### config.mk
export PLATFORM = sky130hd
export DESIGN_NAME = sram_fifo_ctrl
export DESIGN_NICKNAME = d
export VERILOG_FILES = /design/src/rtl/sram_fifo_ctrl.sv
export SDC_FILE = /design/constraint.sdc
export NUM_CORES = 1
export LEC_CHECK = 0
export BUFFER_PORTS_ARGS = -buffer_cell sky130_fd_sc_hd__buf_2
export CAP_MARGIN = 15
export CORE_MARGIN = 3
export CORE_UTILIZATION = 50
export CTS_CLUSTER_DIAMETER = 150
export CTS_CLUSTER_SIZE = 24
export DETAILED_ROUTE_END_ITERATION = 6
export PLACE_DENSITY = 0.77
export SYNTH_ARGS = -nofsm -noshare
export SYNTH_HDL_FRONTEND = slang
export SYNTH_SLANG_ARGS = --single-unit
### constraint.sdc
create_clock -name clk -period 9.5 [get_ports clk]
set_input_delay 0.95 -clock clk [delete_from_list [all_inputs] [get_ports clk]]
set_output_delay 0.95 -clock clk [all_outputs]
set_load 0.01 [all_outputs]
### src/rtl/sram_fifo_ctrl.sv
`default_nettype none
// +----------------------------------------------------------------------------+
// | sram_fifo_ctrl : 16-entry FIFO sequencing a 1r1w SRAM macro, 2-entry ob    |
// | Revision 1.0                                                               |
// +----------------------------------------------------------------------------+
module sram_fifo_ctrl #(
  parameter int DATA_WIDTH = 8,
  parameter int ADDR_WIDTH = 4
) (
  input  logic                  clk,
  input  logic                  rst,
  input  logic                  flush,
  input  logic                  in_valid,
  output logic                  in_ready,
  input  logic [DATA_WIDTH-1:0] in_data,
  output logic                  out_valid,
  input  logic                  out_ready,
  output logic [DATA_WIDTH-1:0] out_data,
  output logic [ADDR_WIDTH:0]   level,
  output logic                  sram_csb0,
  output logic [ADDR_WIDTH-1:0] sram_addr0,
  output logic [DATA_WIDTH-1:0] sram_din0,
  output logic                  sram_csb1,
  output logic [ADDR_WIDTH-1:0] sram_addr1,
  input  logic [DATA_WIDTH-1:0] sram_dout1
);

  localparam int                DEPTH     = 1 << ADDR_WIDTH;
  localparam logic [ADDR_WIDTH:0] DEPTH_CNT = (ADDR_WIDTH+1)'(DEPTH);

  logic [ADDR_WIDTH-1:0] wr_ptr_q, wr_ptr_d;
  logic [ADDR_WIDTH-1:0] rd_ptr_q, rd_ptr_d;
  logic [ADDR_WIDTH:0]   mem_count_q, mem_count_d;
  logic                  inflight_q, inflight_d;
  logic [1:0]            ob_count_q, ob_count_d;
  logic [DATA_WIDTH-1:0] ob0_q, ob0_d;
  logic [DATA_WIDTH-1:0] ob1_q, ob1_d;

  logic       push;
  logic       pop;
  logic       issue;
  logic [1:0] ob_after_pop;
  logic [2:0] ob_pending;

  // Internal handshakes leave rst out; flops are held in reset anyway and
  // only the externally visible strobes are gated by it.
  assign push       = in_valid && !flush && (mem_count_q != DEPTH_CNT);
  assign out_valid  = (ob_count_q != 2'd0);
  assign pop        = out_valid && out_ready;
  assign ob_pending = {1'b0, ob_count_q} + {2'b00, inflight_q} - {2'b00, pop};
  assign issue      = !flush && (mem_count_q != '0) && (ob_pending < 3'd2);

  assign in_ready   = !rst && !flush && (mem_count_q != DEPTH_CNT);
  assign sram_csb0  = !(push && !rst);
  assign sram_addr0 = wr_ptr_q;
  assign sram_din0  = in_data;
  assign sram_csb1  = !(issue && !rst);
  assign sram_addr1 = rd_ptr_q;
  assign out_data   = ob0_q;
  assign level      = mem_count_q + (ADDR_WIDTH+1)'(inflight_q)
                    + (ADDR_WIDTH+1)'(ob_count_q);

  always_comb begin
    wr_ptr_d     = wr_ptr_q;
    rd_ptr_d     = rd_ptr_q;
    mem_count_d  = mem_count_q;
    inflight_d   = 1'b0;
    ob_count_d   = ob_count_q;
    ob0_d        = ob0_q;
    ob1_d        = ob1_q;
    ob_after_pop = ob_count_q - {1'b0, pop};

    if (flush) begin
      wr_ptr_d    = '0;
      rd_ptr_d    = '0;
      mem_count_d = '0;
      ob_count_d  = 2'd0;
    end else begin
      if (push) begin
        wr_ptr_d = wr_ptr_q + 1'b1;
      end
      if (issue) begin
        rd_ptr_d = rd_ptr_q + 1'b1;
      end
      inflight_d  = issue;
      mem_count_d = mem_count_q + (ADDR_WIDTH+1)'(push) - (ADDR_WIDTH+1)'(issue);

      if (pop) begin
        ob0_d = ob1_q;
      end
      // Returning read data lands behind whatever survives this cycle's pop.
      if (inflight_q) begin
        if (ob_after_pop == 2'd0) begin
          ob0_d = sram_dout1;
        end else begin
          ob1_d = sram_dout1;
        end
      end
      ob_count_d = ob_after_pop + {1'b0, inflight_q};
    end
  end

  always_ff @(posedge clk or posedge rst) begin
    if (rst) begin
      wr_ptr_q    <= '0;
      rd_ptr_q    <= '0;
      mem_count_q <= '0;
      inflight_q  <= 1'b0;
      ob_count_q  <= 2'd0;
      ob0_q       <= '0;
      ob1_q       <= '0;
    end else begin
      wr_ptr_q    <= wr_ptr_d;
      rd_ptr_q    <= rd_ptr_d;
      mem_count_q <= mem_count_d;
      inflight_q  <= inflight_d;
      ob_count_q  <= ob_count_d;
      ob0_q       <= ob0_d;
      ob1_q       <= ob1_d;
    end
  end

endmodule
`default_nettype wire

Word level (Yosys, flattened, before mapping)

Cells that the tools add are included.

Word-level logic and storage cells: 50
Input port bits: 21
Register bits: 32
Output and inout port bits: 33

Reduce and logical (&&, ||, !) cells: 19
Equality and inequality tests: 1
Order comparisons: 1
Bitwise logic cells: 2
Add/sub/neg operators: 10
Mux-type cells: 10

Operator list:

| cell                                                       | count |
|---|---|
| two-way mux 8 bit                                          | 3 |
| two-way mux 4 bit                                          | 4 |
| adder 5 x 1 -> 5 bit                                       | 2 |
| logical AND 1 bit                                          | 9 |
| adder 4 x 1 -> 4 bit, second input constant                | 2 |
| nonzero test 2 bit                                         | 3 |
| adder 5 x 2 -> 5 bit                                       | 1 |
| two-way mux 5 bit                                          | 1 |
| != test 5 bit, second input constant                       | 1 |
| nonzero test 5 bit                                         | 1 |
| subtractor 5 x 1 -> 5 bit                                  | 1 |
| logical NOT 1 bit                                          | 4 |
| adder 2 x 1 -> 3 bit                                       | 1 |
| less-than comparator 3 x 2 -> 1 bit, second input constant | 1 |
| AND reduction 3 bit                                        | 1 |
| subtractor 3 x 1 -> 3 bit                                  | 1 |
| adder 2 x 1 -> 2 bit                                       | 1 |
| logical NOT 2 bit                                          | 1 |
| two-way mux 2 bit                                          | 1 |
| inverter 1 bit                                             | 2 |
| subtractor 2 x 1 -> 2 bit                                  | 1 |
| two-way mux 1 bit                                          | 1 |

Depth between registers and ports, before layout

Gate-level depths: netlist of the first run.

Depth in word-level cells: 7
Mapped depth: 18
Depth with buffers taken out: 17

Least setup slack after synthesis of the first run

No wires, ideal clock.

Kind: input port to flip-flop
From: in out_ready
To: reg mem_count_q[4]
Required time: 9.365 ns
Setup slack: 5.718 ns
Arrival time: 3.647 ns
Cell stages on the path: 17
Buffers on the path: 1
Setup time: 0.135 ns
Cell sequence: nand3_1 o21ai_0 nand2_1 fa_1 xor2_1 or3b_1 clkbuf_1 nor2_1 ha_1 inv_1 ha_1 inv_1 fa_1 nor2b_1 o21bai_1 a21oi_1 nor3b_1

Longest elaborated chain between the ends: 6

Ends and longest elaborated chain:

| element                             | line | source |
|---|---|---|
| start: declaration                  | 17   | `input logic out_ready,` |
| logical AND 1 bit                   | 49   | `assign pop = out_valid && out_ready;` |
| subtractor 3 x 1 -> 3 bit           | 50   | `assign ob_pending = {1'b0, ob_count_q} + {2'b00, inflight_q} - {2'b00, pop};` |
| less-than comparator 3 x 2 -> 1 bit | 51   | `assign issue = !flush && (mem_count_q != '0) && (ob_pending < 3'd2);` |
| logical AND 1 bit                   | 51   |  |
| subtractor 5 x 1 -> 5 bit           | 86   | `mem_count_d = mem_count_q + (ADDR_WIDTH+1)'(push) - (ADDR_WIDTH+1)'(issue);` |
| two-way mux 5 bit                   | 73   | `if (flush) begin` |
| net mem_count_d[4]                  | 33   | `logic [ADDR_WIDTH:0] mem_count_q, mem_count_d;` |
| end signal: assignment              | 115  | `mem_count_q <= mem_count_d;` |
| end: declaration                    | 33   |  |

The timed path passes the listed nets, and every way through them passes these cells.
A chain may end at the register's enable or synchronous reset.

Worst setup path in the final report of the first run

From: in out_ready
To: out sram_csb1

Longest elaborated chain between the ends: 6

Ends and longest elaborated chain:

| element                             | line | source |
|---|---|---|
| logical AND 1 bit                   | 49   |  |
| subtractor 3 x 1 -> 3 bit           | 50   |  |
| less-than comparator 3 x 2 -> 1 bit | 51   |  |
| logical AND 1 bit                   | 51   |  |
| logical AND 1 bit                   | 57   | `assign sram_csb1 = !(issue && !rst);` |
| logical NOT 1 bit                   | 57   |  |
| end: declaration                    | 23   | `output logic sram_csb1,` |

Every way passes these cells.

==> results of run 1 <==
critical path: cells and delay by family:
family	cells	cell delay (ns)
simple gates	4	1.07
xor+xnor	1	0.18
fa+ha+maj	1	0.38
compound gates	1	0.15
buf+inv	2	0.26
stage by stage:
| step | area (um^2) | hold WS [ns] | utilization (%) |
|---|---|---|---|
| after global routing | 2110 | 0.518 | 61.4 |
| after CTS | 2110 | 0.506 | 61.4 |
| after global placement | 2020 | 0.480 | 58.8 |
| after floorplan | 1850 | 0.473 | - |
| final | 2110 | 0.503 | 61.4 |
| after detailed placement | 2020 | 0.492 | 58.8 |
flip-flops by register name, indices dropped and copies added (netlist names):
signal	flops
ob_count_q	2
inflight_q	1
ob1_q	8
mem_count_q	5
sram_addr0	4
out_data	8
sram_addr1	4
cell families after synthesis:
logic type      after synthesis  share of synthesized area [%]
simple gates                 55                           17.4
xor+xnor                     13                           6.16
compound gates               19                           8.12
fa+ha+maj                    16                           12.4
buf+inv                      27                           7.17
flops                        32                           43.3
mux                           9                           5.41
routing by layer:
layer | GRT usage (%) | up-vias
met1 | 22.2 | 659
li1 | - | 638
met3 | 5.40 | 11
met2 | 28.8 | 28
met5 | 0 | -
met4 | 9.90 | 0
cell type report:
class	instances	area (um^2)
multi-input combinational	112	916
tap	46	57.6
fill	292	1330
inverter	15	56.3
sequential	32	801
clock buffer	8	90.1
timing repair buffer	38	193
Yosys cell counts (2+ instances only):
cell type,n
xnor2_1,6
dfrtp_1,32
mux2_2,8
inv_1,15
buf_4,8
nand3_1,5
or3_1,2
xor2_1,7
nor3_1,3
nor3b_1,2
a221o_1,8
fa_1,4
nand2_1,6
clkbuf_1,3
nor2_1,14
o21ai_0,3
nor2b_1,13
or3b_1,2
ha_1,12
a21oi_1,3
worst paths after layout:
path | endpoint | slack [ns] | cells after the start
min in group asynchronous | mem_count_q[0] | 0.78 | 3
max in group asynchronous | sram_addr1[3] | 8.43 | 3
setup / recovery | sram_csb1 | 5.57 | 9
hold / removal | out_data[5] | 0.50 | 1
hold reg to reg | out_data[5] | 0.50 | 1
setup reg to reg | mem_count_q[4] | 5.81 | 16
power breakdown:
part / leakage (nW) / switching, W / internal, W / total [W]
combinational: 0.621 / 0.000156 / 0.000148 / 0.000303
sequential: 0.412 / 0.0000424 / 0.000187 / 0.000230
clock: 0.0455 / 0.0000475 / 0.0000590 / 0.000106
==> results.json, run 1 <==
{
  "drc_errors": 0,
  "layout_commonest_cell": "buf_2",
  "clock_latency_ns": 0.28,
  "cts_htree_levels": 2,
  "die_area_um2": 4460,
  "cts_setup_buffers": 0,
  "drv_slew": 0,
  "path_cells": "buf_2 -> nand3_1 -> o21ai_0 -> nand2_1 -> fa_1 -> xor2_1 -> or3b_1 -> or3_1 -> buf_2",
  "grt_pass1_vias": 1334,
  "fin_cells": 251,
  "grt_pass1_wl_um": 5930,
  "num_vias": 1336,
  "powerDensity_nw_per_um2": 303,
  "drive_gt1_share_pct": 27.3,
  "hp-class": "register to register",
  "clk_pin_slew_ns": 0.06,
  "cts_made_buffers": 5,
  "grt.overflow.total": 0,
  "start_kind": "primary input",
  "worstPathArrival_ns": 2.98,
  "syn-cell-area_um2": 1850,
  "async_flop_share_pct": 100,
  "worstSetupPathType": "primary input to primary output",
  "antenna_found_initial": 0,
  "p_leak_nw": 1.08,
  "hold_buffers": 0,
  "netlist_instances": 171,
  "skew_ns": 0.00280,
  "ys_seq_area_share_pct": 43.3,
  "status": "complete, no violations",
  "critical_path.max_fanout": 5,
  "portBuffers": 37,
  "hold_path_startpoint": "ob1_q[5]",
  "syn_nets": 208,
  "cpMaxStageDelayCell": "or3b_1",
  "yosysUniqueCellTypes": 35,
  "pre_cts_ws_ns": 5.35,
  "critPathMostFrequentCell": "buf_2",
  "synth_warnings": 0,
  "synth_top_area_share_pct": 43.3,
  "r2r-start": "ob_count_q[1]",
  "maxSlewHeadroom_pct": 64.1,
  "root_buffer": "clkbuf_8",
  "die-height_um": 66.8,
  "fp-row-count": 21,
  "maxCapViolations": 0,
  "yosys-top-cells-area": "dfrtp_1, ha_1, mux2_2",
  "crit_path_start": "out_ready",
  "ios": 54,
  "start_util_pct": 53.7,
  "gp_congestion": 0.731,
  "fin_crit_ns": 3.93,
  "fmax_mhz": 255,
  "avgViaCountPerCell": 5.32,
  "track_usage_pct": 18.2,
  "synth_enable_flop_cells": 0,
  "clockBufferDepth": 2,
  "cp-end-kind": "primary output",
  "met2_length_um": 1760,
  "cts_tree": "built",
  "hpwl_um": 2650,
  "wl_met3_um": 169,
  "finalCritPeriodShare_pct": 41.3,
  "layout.nets": 241,
  "syn2layout_area_growth_pct": 14.3,
  "synth_ff_type": "dfrtp_1",
  "dr.pass1.iters": 4,
  "ant_nets": 0,
  "ys_ff_latch": 32,
  "cts_sinks": 32,
  "synth_top_area_cell": "dfrtp_1",
  "rsz0062_at_grt": "no",
  "syn_avg_cell_area_um2": 10.8,
  "finalWirelength_um": 3620,
  "drt_iter0_markers": 37,
  "hold_violations": 0,
  "place_inst": 243,
  "wire_per_inst_um": 14.4,
  "power_w": 0.000640,
  "mostFrequentLayoutCells": "buf_2, dfrtp_1, inv_1",
  "drt-met1-wl_um": 1600,
  "die_w_um": 66.8,
  "tightest_slew_ns": 0.534,
  "ir_worst_vdd_mv": 0.132,
  "top_layer": "met4",
  "timing.final.ws_setup_ns": 5.57,
  "coreArea_um2": 3440,
  "max_stage_delay_ns": 0.47,
  "ctsResizeCount": 0,
  "fin_setup_tns_ns": 0,
  "crit_required_ns": 8.55,
  "setup_viol_count_final": 0,
  "grt_max_degree": 33,
  "antenna_cells": 0
}
(Power assumes the default switching activity.)
==> run 2, diff against run 1 <==
==> constraint.sdc (replaced) <==
create_clock -name clk -period 3.7 [get_ports clk]
set_input_delay 0.37 -clock clk [delete_from_list [all_inputs] [get_ports clk]]
set_output_delay 0.37 -clock clk [all_outputs]
set_load 0.01 [all_outputs]
==> results.json, run 2 (same netlist as run 1, synthesis figures left out) <==
{
  "grt_pass1_vias": 1331,
  "hpwl_um": 2860,
  "ant_nets": 0,
  "place_inst": 244,
  "clock_latency_ns": 0.29,
  "hp-class": "primary input to asynchronous set/reset pin",
  "worstPathArrival_ns": 3.62,
  "setup_viol_count_final": 0,
  "clk_pin_slew_ns": 0.07,
  "hold_violations": 0,
  "drc_errors": 0,
  "coreArea_um2": 3440,
  "layout_commonest_cell": "buf_2",
  "cts_made_buffers": 5,
  "drive_gt1_share_pct": 31.1,
  "cpMaxStageDelayCell": "or3b_4",
  "clockBufferDepth": 2,
  "die_area_um2": 4460,
  "swShare_pct": 36.9,
  "mostFrequentLayoutCells": "buf_2, dfrtp_1, inv_1, nor2_1, nor2b_1",
  "drt-met1-wl_um": 1540,
  "num_vias": 1371,
  "max_stage_delay_ns": 0.42,
  "path_cells": "inv_2 -> nand3_2 -> o21ai_0 -> nand2_1 -> fa_1 -> xor2_1 -> or3b_4 -> nor2_1 -> ha_1 -> inv_1 -> ha_1 -> inv_1 -> fa_1 -> nor2b_1 -> o21bai_1 -> a21oi_2 -> nor3b_2",
  "track_usage_pct": 18.6,
  "fp-row-count": 21,
  "tightest_slew_ns": 0.523,
  "cts_setup_buffers": 0,
  "whs_ns": 0.130,
  "grt.overflow.total": 0,
  "maxSlewHeadroom_pct": 64.9,
  "start_kind": "register",
  "pwr-share-clk_pct": 20.6,
  "critical_path.max_fanout": 5,
  "powerDensity_nw_per_um2": 815,
  "crit_required_ns": 3.85,
  "layout.nets": 242,
  "root_buffer": "clkbuf_8",
  "cts_tree": "built",
  "start_util_pct": 53.7,
  "portBuffers": 37,
  "hold_buffers": 0,
  "die-height_um": 66.8,
  "finalCritPeriodShare_pct": 93.6,
  "wire_per_inst_um": 14.9,
  "top_layer": "met4",
  "p_leak_nw": 1.10,
  "cp-end-kind": "register",
  "fin_cells": 252,
  "wl_met3_um": 218,
  "dr.pass1.iters": 5,
  "finalWirelength_um": 3750,
  "pwr-share-comb_pct": 46.1,
  "grt_max_degree": 26,
  "drt_iter0_markers": 38,
  "p_switching_w": 0.000654,
  "cts_sinks": 32,
  "ir_worst_vdd_mv": 0.361,
  "worstSetupPathType": "register to register",
  "status": "complete, no violations",
  "ios": 54,
  "fin_crit_ns": 3.46,
  "power.internal_w": 0.00112,
  "avgViaCountPerCell": 5.44,
  "met2_length_um": 1930,
  "antenna_found_initial": 0,
  "antenna_cells": 0,
  "rsz0062_at_grt": "no",
  "skew_ns": 0.00695,
  "syn2layout_area_growth_pct": 17.5,
  "maxCapViolations": 0,
  "die_w_um": 66.8,
  "cts_htree_levels": 2,
  "fin_setup_tns_ns": 0,
  "gp_congestion": 0.731,
  "drv_slew": 0,
  "power_frac_seq_pct": 33.4,
  "grt_pass1_wl_um": 6100,
  "fmax_mhz": 289
}
run 2: final timing paths:
| check | startpoint | endpoint | slack [ns] | cells after the start |
|---|---|---|---|---|
| min reg2reg | ob1_q[1] | out_data[1] | 0.51 | 1 |
| max reg2reg | ob_count_q[0] | mem_count_q[4] | 0.24 | 17 |
| min | rst | mem_count_q[4] | 0.13 | 2 |
| max | ob_count_q[0] | mem_count_q[4] | 0.24 | 17 |
| min in group clk | sram_dout1[1] | out_data[1] | 0.32 | 2 |
| max in group asynchronous | rst | out_data[6] | 2.93 | 3 |
run 2: power by group through the flow:
stage	Clock, W	Sequential, W	Combinational, W
after global placement	0	0.000580	0.000760
after global routing	0.000388	0.000609	0.000927
after CTS	0.000372	0.000589	0.000800
final	0.000365	0.000591	0.000816
after floorplan	0	0.000597	0.000561
after detailed placement	0	0.000593	0.000794
run 2: critical path, delay by kind of cell, from the launching register on:
kind	cells	cell delay, ns
compound gates	3	0.41
xor+xnor	1	0.18
fa+ha+maj	4	1.13
buf+inv	3	0.23
flops	1	0.41
simple gates	6	0.98
run 2: per-layer routing:
metal | vias to the layer above | track usage [%]
li1 | 639 | -
met1 | 683 | 22.5
met2 | 39 | 31.3
met3 | 10 | 5.90
met4 | 0 | 5.58
met5 | - | 0
run 2: final cells by class:
type                    instances  area [um^2]
fillers                       292         1270
clock buffers                   7         96.3
repair buffers                 39          200
well taps                      46         57.6
flip-flops and latches         32          801
multi-input cells             112          932
clock inverters                 1         30.0
inverters                      15         56.3
run 2: repair_timing:
| item | CTS | global route |
|---|---|---|
| resized for setup | 0 | 5 |
| setup endpoints to repair | 0 | 2 |
| hold endpoints to repair | 0 | 0 |
run 2: through the flow:
| step | util [%] | total power, W | area (um^2) | setup WS [ns] |
|---|---|---|---|---|
| after floorplan | - | 0.00116 | 1850 | 0.354 |
| after global placement | 59.0 | 0.00134 | 2030 | 0.282 |
| after detailed placement | 59.0 | 0.00139 | 2030 | 0.0781 |
| after CTS | 62.7 | 0.00176 | 2160 | 0.0722 |
| after global routing | 63.1 | 0.00192 | 2170 | 0.00956 |
| final | 63.1 | 0.00177 | 2170 | 0.238 |
==> run 3, diff against run 2 <==
--- a/config.mk
+++ b/config.mk
@@ -7,7 +7,7 @@
 export LEC_CHECK = 0
 export BUFFER_PORTS_ARGS = -buffer_cell sky130_fd_sc_hd__buf_2
 export CAP_MARGIN = 15
-export CORE_MARGIN = 3
+export CORE_MARGIN = 2
 export CORE_UTILIZATION = 50
 export CTS_CLUSTER_DIAMETER = 150
 export CTS_CLUSTER_SIZE = 24
==> results.json, run 3 (same netlist as run 1, synthesis figures left out) <==
{
  "pwr-share-comb_pct": 46.6,
  "dr.pass1.iters": 4,
  "cp-end-kind": "register",
  "drt_iter0_markers": 39,
  "clk_pin_slew_ns": 0.07,
  "maxSlewHeadroom_pct": 65.0,
  "p_leak_nw": 1.10,
  "pwr-share-clk_pct": 19.4,
  "avgViaCountPerCell": 5.10,
  "hpwl_um": 2500,
  "critical_path.max_fanout": 5,
  "ir_worst_vdd_mv": 0.362,
  "fp-row-count": 22,
  "num_vias": 1300,
  "reg2reg_depth": 17,
  "finalCritPeriodShare_pct": 93.0,
  "grt_pass1_vias": 1280,
  "coreArea_um2": 3610,
  "grt.overflow.total": 0,
  "worstPathArrival_ns": 3.59,
  "antenna_cells": 0,
  "setup_viol_count_final": 0,
  "cts_sinks": 32,
  "fin_crit_ns": 3.44,
  "worstSetupPathType": "register to register",
  "start_kind": "register",
  "layout.nets": 243,
  "powerDensity_nw_per_um2": 787,
  "cts_made_buffers": 5,
  "start_util_pct": 51.3,
  "clock_latency_ns": 0.29,
  "r2r_slack_ns": 0.26,
  "gp_congestion": 0.782,
  "max_stage_delay_ns": 0.42,
  "rr_endpoint": "mem_count_q[4]",
  "skew_ns": 0.0110,
  "final_util_pct": 60.3,
  "finalWirelength_um": 3450,
  "portBuffers": 37,
  "drv_slew": 0,
  "layout_commonest_cell": "buf_2",
  "power_frac_seq_pct": 34.1,
  "drc_errors": 0,
  "grt_max_degree": 27,
  "status": "complete, no violations",
  "ant_nets": 0,
  "cts_setup_buffers": 0,
  "maxCapViolations": 0,
  "path_cells": "inv_2 -> nand3_2 -> o21ai_0 -> nand2_1 -> fa_1 -> xor2_1 -> or3b_4 -> nor2_1 -> ha_1 -> inv_1 -> ha_1 -> inv_1 -> fa_1 -> nor2b_1 -> o21bai_1 -> a21oi_1 -> nor3b_1",
  "cts_tree": "built",
  "r2r-start": "ob_count_q[0]",
  "die-height_um": 64.8,
  "power.internal_w": 0.00108,
  "grt_pass1_wl_um": 5790,
  "die_area_um2": 4200,
  "swShare_pct": 37.1,
  "rsz0062_at_grt": "no",
  "fillers": 307,
  "clockBufferDepth": 2,
  "hold_violations": 0,
  "cts_htree_levels": 2,
  "ios": 54,
  "drive_gt1_share_pct": 30.0,
  "tightest_slew_ns": 0.522,
  "wire_per_inst_um": 13.5,
  "die_w_um": 64.8,
  "crit_required_ns": 3.85,
  "antenna_found_initial": 0,
  "root_buffer": "clkbuf_8",
  "track_usage_pct": 18.0,
  "syn2layout_area_growth_pct": 17.7,
  "cpMaxStageDelayCell": "or3b_4",
  "p_switching_w": 0.000635,
  "hp-class": "primary input to asynchronous set/reset pin",
  "mostFrequentLayoutCells": "buf_2, dfrtp_1, inv_1, nor2_1, nor2b_1",
  "fin_setup_tns_ns": 0,
  "fmax_mhz": 291
}
run 3: cell types whose count changed in the layout (fill, tap and decap cells not counted), sizes merged:
cell	delta
buf	+1
clkinv	+1
clkbuf	-1
run 3: worst max-delay path, delay by kind of cell, from the launching register on:
kind            cells  cell delay, ns
simple gates        6            0.96
buf+inv             3            0.23
xor+xnor            1            0.18
compound gates      3            0.38
fa+ha+maj           4            1.14
flops               1            0.41
run 3: through the flow:
step	hold slack [ns]	cell area (um^2)	instances	total power, W	worst slack, ns
2_1_floorplan	0.473	1850	171	0.00116	0.354
3_3_place_gp	0.477	2030	246	0.00135	0.272
3_5_place_dp	0.491	2030	246	0.00137	0.123
4_1_cts	0.327	2140	254	0.00171	0.102
5_1_grt	0.0558	2180	255	0.00186	0.0402
6_report	0.0407	2180	255	0.00171	0.259
run 3: cell type report:
type	instances	area, um^2	area share [%]
Clock buffer	6	72.6	3.34
Clock inverter	2	35.0	1.61
Inverter	15	56.3	2.59
Multi-Input combinational cell	112	923	42.4
Sequential cell	32	801	36.8
Tap cell	48	60.1	2.76
Timing Repair Buffer	40	228	10.5
run 3: what timing repair did:
| item | in CTS | in global routing |
|---|---|---|
| resized for setup | 0 | 3 |
| hold endpoints to repair | 0 | 0 |
| setup endpoints to repair | 0 | 1 |
| hold buffers | 0 | 0 |
run 3: power by group through the flow:
stage	Combinational [W]	Clock, W	Sequential, W
6_report	0.000798	0.000331	0.000583
5_1_grt	0.000902	0.000354	0.000600
4_1_cts	0.000788	0.000338	0.000581
3_5_place_dp	0.000785	0	0.000587
3_3_place_gp	0.000764	0	0.000582
2_1_floorplan	0.000561	0	0.000597
run 3: per-layer routing:
layer	global-route usage [%]	wire [um]
met3	4.34	110
met1	24.7	1730
met4	7.45	57
met5	0	0
met2	27.4	1560
run 3: how the worst max path moves through the flow:
stage                        startpoint        endpoint  slack (ns)  cells after the start
after floorplan           ob_count_q[1]  mem_count_q[4]        0.35                     17
after global placement    ob_count_q[0]  mem_count_q[4]        0.27                     17
after detailed placement  ob_count_q[0]  mem_count_q[4]        0.12                     17
after CTS                 ob_count_q[0]  mem_count_q[4]        0.10                     17
after global routing      ob_count_q[0]  mem_count_q[4]        0.04                     17
final                     ob_count_q[0]  mem_count_q[4]        0.26                     17
